`src/rtl/kf8259_inta_sequencer.sv`:
```
// CPU-side 8259 interrupt-acknowledge sequencer: issues the INTA# pulse train,
// samples the controller's bytes and hands the vector/call address to the core.
module kf8259_inta_sequencer #(
  parameter int INTA_LOW_CYCLES  = 4,
  parameter int INTA_HIGH_CYCLES = 4
) (
  input  logic        clock,
  input  logic        reset,
  input  logic        interrupt_to_cpu,
  input  logic        cpu_interrupt_enable,
  input  logic        mcs80_mode,
  input  logic [7:0]  data_bus_in,
  input  logic        data_bus_drive,
  output logic        interrupt_acknowledge_n,
  output logic        ack_busy,
  output logic        vector_valid,
  input  logic        vector_ready,
  output logic [7:0]  vector,
  output logic [15:0] call_address,
  output logic        spurious
);

  localparam int MAXC = (INTA_LOW_CYCLES > INTA_HIGH_CYCLES) ? INTA_LOW_CYCLES : INTA_HIGH_CYCLES;
  localparam int CW   = $clog2(MAXC) + 1;
  localparam logic [CW-1:0] LOW_LAST  = CW'(INTA_LOW_CYCLES - 1);
  localparam logic [CW-1:0] HIGH_LAST = CW'(INTA_HIGH_CYCLES - 1);

  typedef enum logic [1:0] {IDLE, LOW, HIGH, DELIVER} state_t;

  state_t         state_q;
  logic [CW-1:0]  cnt_q;
  logic [1:0]     pidx_q;
  logic           mcs80_q;
  logic           missing_q;
  logic [7:0]     b0_q, b1_q, b2_q;
  logic           inta_n_q;
  logic           valid_q;
  logic [7:0]     vector_q;
  logic [15:0]    call_q;
  logic           spur_q;

  logic last_pulse, data_bearing, spur_w;

  assign last_pulse   = mcs80_q ? (pidx_q == 2'd2) : (pidx_q == 2'd1);
  // 8086 drives nothing meaningful on the first pulse; MCS-80 drives all three
  assign data_bearing = mcs80_q | (pidx_q == 2'd1);
  assign spur_w       = missing_q | (mcs80_q & (b0_q != 8'hCD));

  always_ff @(posedge clock or posedge reset) begin
    if (reset) begin
      state_q   <= IDLE;
      cnt_q     <= '0;
      pidx_q    <= '0;
      mcs80_q   <= 1'b0;
      missing_q <= 1'b0;
      b0_q      <= '0;
      b1_q      <= '0;
      b2_q      <= '0;
      inta_n_q  <= 1'b1;
      valid_q   <= 1'b0;
      vector_q  <= '0;
      call_q    <= '0;
      spur_q    <= 1'b0;
    end else begin
      case (state_q)
        IDLE: begin
          if (interrupt_to_cpu && cpu_interrupt_enable) begin
            state_q   <= LOW;
            inta_n_q  <= 1'b0;
            cnt_q     <= '0;
            pidx_q    <= '0;
            mcs80_q   <= mcs80_mode;
            missing_q <= 1'b0;
            b0_q      <= '0;
            b1_q      <= '0;
            b2_q      <= '0;
          end
        end
        LOW: begin
          if (cnt_q == LOW_LAST) begin
            if (data_bearing) begin
              if (data_bus_drive) begin
                case (pidx_q)
                  2'd0:    b0_q <= data_bus_in;
                  2'd1:    b1_q <= data_bus_in;
                  default: b2_q <= data_bus_in;
                endcase
              end else begin
                missing_q <= 1'b1;
              end
            end
            // INTR withdrawn by the final sample means the request was not genuine
            if (last_pulse && !interrupt_to_cpu) missing_q <= 1'b1;
            state_q  <= HIGH;
            inta_n_q <= 1'b1;
            cnt_q    <= '0;
          end else begin
            cnt_q <= cnt_q + 1'b1;
          end
        end
        HIGH: begin
          if (cnt_q == HIGH_LAST) begin
            cnt_q <= '0;
            if (!last_pulse) begin
              state_q  <= LOW;
              inta_n_q <= 1'b0;
              pidx_q   <= pidx_q + 1'b1;
            end else begin
              state_q  <= DELIVER;
              valid_q  <= 1'b1;
              spur_q   <= spur_w;
              vector_q <= spur_w ? 8'hFF : b1_q;
              if (spur_w)       call_q <= 16'hFFFF;
              else if (mcs80_q) call_q <= {b2_q, b1_q};
              else              call_q <= {6'b0, b1_q, 2'b00};
            end
          end else begin
            cnt_q <= cnt_q + 1'b1;
          end
        end
        DELIVER: begin
          if (vector_ready) begin
            valid_q <= 1'b0;
            state_q <= IDLE;
          end
        end
        default: state_q <= IDLE;
      endcase
    end
  end

  assign interrupt_acknowledge_n = inta_n_q;
  assign ack_busy                = (state_q != IDLE);
  assign vector_valid            = valid_q;
  assign vector                  = vector_q;
  assign call_address            = call_q;
  assign spurious                = spur_q;

endmodule

```
`config.mk`:
```
export PLATFORM = sky130hd
export DESIGN_NAME = kf8259_inta_sequencer
export DESIGN_NICKNAME = d
export VERILOG_FILES = /design/src/rtl/kf8259_inta_sequencer.sv
export SDC_FILE = /design/constraint.sdc
export NUM_CORES = 1
export LEC_CHECK = 0
export ABC_AREA = 1
export CORE_ASPECT_RATIO = 0.5
export CORE_UTILIZATION = 59
export CTS_CLUSTER_SIZE = 14
export DETAILED_ROUTE_END_ITERATION = 10
export PLACE_DENSITY = 0.86
export SETUP_SLACK_MARGIN = 0.2
export SYNTH_ARGS = -nofsm -noshare
export SYNTH_HDL_FRONTEND = slang
export SYNTH_SLANG_ARGS = --single-unit
export TNS_END_PERCENT = 50
```
`constraint.sdc`:
```
create_clock -name clock -period 3.79 [get_ports clock]
set_input_delay 0.758 -clock clock [delete_from_list [all_inputs] [get_ports clock]]
set_output_delay 0.758 -clock clock [all_outputs]
set_load 0.01 [all_outputs]
```
==> impl_metrics.tcl <==
set metrics [dict create \
    cp_slowest_cell "clkdlybuf4s50_1" \
    slew_violations 0 \
    r2r-start "state_q[1]" \
    gr-usage-all-layers 0.262 \
    rr_endpoint "b2_q[4]" \
    drtAntennaViolNets 0 \
    regToRegSetupSlack_ns 1.64 \
    grt_overflow_total 0 \
    pin_count 43 \
    slew_headroom 0.534 \
    crit_arrival_ns 1.79 \
    die_x_um 107 \
    area_growth_pct 21.3 \
    syn_inst 431 \
    rr_worst_depth 9 \
    hold_path_depth 2 \
    max_stage_delay_ns 0.53 \
    crit_top_cell "inv_1" \
    rows 18 \
    status "completed" \
    worstHoldPathType "flop to flop" \
    cts_made_buffers 9 \
    h-tree-depth 3 \
    ys_ff_latch 60 \
    viasPerCell 4.90 \
    grt_pass1_vias 2388 \
    holdCritStartpoint "interrupt_acknowledge_n" \
    irDropWorstVdd_mv 0.522 \
    fin_nets 500 \
    min_period_over_period 0.673 \
    path_delay_family "buffers and inverters" \
    gp_congestion 0.870 \
    clkSlewWorstSetupHoldPaths_ns 0.06 \
    clock-sinks 60 \
    tightest_slew_ns 0.698 \
    crit_path_end_kind "primary output" \
    leakagePower_uw 0.00222 \
    vias 2694 \
    utilization 0.769 \
    mostFrequentLayoutCell "nand2_1" \
    syn_area_per_cell_um2 7.52 \
    rsz0062_at_grt "false" \
    timing.final.hold_violations 0 \
    portBuffers 42 \
    cts_tree "done" \
    maxCapViolCount 0 \
    synth_nets 456 \
    yosysSeqAreaShare 0.463 \
    hold_end "interrupt_acknowledge_n" \
    syn_area_um2 3240 \
    setup_viol 0 \
    clkLatencyLatePin_ns 0.35 \
    drt-total-wl_um 6680 \
    grt_pass1_wl_um 11200 \
    first_pass_iters 4 \
    worst-path-max-fanout 6 \
    yosysWarnings 0 \
    layout_common_cells "196 x nand2_1, 59 x dfrtp_1, 52 x inv_1" \
    path_buf_inv 3 \
    holdWs_ns 0.466 \
    cts_resized 0 \
    drive_above_1_share 0.106 \
    root_buffer "clkbuf_8" \
    place_hpwl_um 4750 \
    wl_per_cell_um 12.1 \
    critPathKind "flop to primary output" \
    max_freq_ghz 0.392 \
    clock_skew_ns 0.00995 \
    num_antenna_cells 0 \
    cts_setup_buffers 0 \
    antenna_found_initial 0 \
    crit_chain "inv_1 -> ha_1 -> inv_1 -> clkdlybuf4s50_1" \
    coreArea_um2 5110 \
    cts.path.max_buffers 2 \
    route.detailed.drc 0 \
    yosysUniqueCellTypes 24 \
    drt_iter0_drc 175 \
    min_period_ns 2.55 \
    setup_tns_ns 0 \
    fp.dieArea_um2 5820 \
    startpoint_type "flop" \
    p_per_area_nw_per_um2 732 \
    start_util 0.634 \
    worstPathRequired_ns 3.03 \
    ctsHoldBuffers 0 \
    grt_max_degree 26 \
    die_h_um 54.4 \
]
## synth_stat cells
cell,n,share of area
inv_1,53,0.061
inv_4,1,0.0019
clkinv_1,3,0.0035
dfrtp_1,59,0.46
nand2_1,196,0.23
nand3_4,1,0.0054
buf_2,6,0.0093
ha_1,10,0.039
nand2_2,5,0.0096
o21ai_1,9,0.014
dfstp_2,1,0.0081
buf_4,1,0.0023
a21oi_1,3,0.0046
nand4_1,8,0.015
nor2_4,2,0.0069
or2_2,10,0.019
o21ai_0,13,0.020
o21ai_2,2,0.0054
nand3_1,22,0.034
nand2_4,6,0.021
inv_2,3,0.0035
nor2_1,12,0.014
nor2_8,1,0.0062
buf_6,4,0.014
## metrics by stage
stage          setup WS (ns)  power, uW  std cells  area, um^2
6_report                1.24       2880        550        3930
5_1_grt                 1.13       3100        550        3930
4_1_cts                 1.22       2880        550        3930
3_5_place_dp            1.59       2160        534        3680
3_3_place_gp            1.65       2120        534        3680
2_1_floorplan           1.55       1820        431        3240
## worst register-to-register path, cell delays in order (launching register included)
cell and delay [ns]:
dfrtp_1 0.43, inv_1 0.17, ha_1 0.56, inv_2 0.10, nand2_1 0.13, o21ai_1 0.13, nor2_4 0.23, nand2_2 0.16
nand2_1 0.10, nand2_1 0.05
## worst max path at each step
stage	startpoint	end	slack, ns	cells after the start
global placement	state_q[0]	ack_busy	1.65	4
finish	state_q[0]	ack_busy	1.24	4
CTS	state_q[0]	ack_busy	1.22	4
floorplan	reset	b0_q[0]	1.55	1
global route	state_q[0]	ack_busy	1.13	4
detailed placement	state_q[0]	ack_busy	1.59	4
## kinds of logic after synthesis
kind of cell / synth area share
buffers and inverters: 0.0957
flip-flops: 0.463
AND/OR/NAND/NOR: 0.358
adder cells (fa/ha/maj): 0.0386
AO/OA/AOI/OAI: 0.0440
## where the power goes
part	total (uW)	switching [uW]	leakage (uW)	internal (uW)
Clock	710	255	0.000122	454
Combinational	1180	722	0.00129	455
Sequential	990	162	0.000808	829
## flip-flops by register name, summed over array words and instances (netlist names)
register,cells
call_address,16
b0_q,8
b1_q,8
b2_q,8
vector,8
cnt_q,3
pidx_q,2
state_q,2
interrupt_acknowledge_n,1
mcs80_q,1
missing_q,1
spurious,1
vector_valid,1
## layer usage
metal / part of all wire / global-route usage / wire (um) / vias up
li1: - / - / - / 1398
met4: 0.0099 / 0.0639 / 66 / 0
met1: 0.50 / 0.363 / 3320 / 1203
met5: 0 / 0 / 0 / -
met3: 0.063 / 0.0929 / 418 / 9
met2: 0.43 / 0.399 / 2870 / 84
## cell type report
| type | count | area (um^2) |
|---|---|---|
| Multi-Input combinational cell | 300 | 1430 |
| Clock inverter | 6 | 111 |
| Clock buffer | 10 | 138 |
| Inverter | 60 | 228 |
| Fill cell | 399 | 1180 |
| Timing Repair Buffer | 44 | 435 |
| Tap cell | 70 | 87.6 |
| Sequential cell | 60 | 1500 |
No activity file was read; power rests on OpenSTA's default activity.
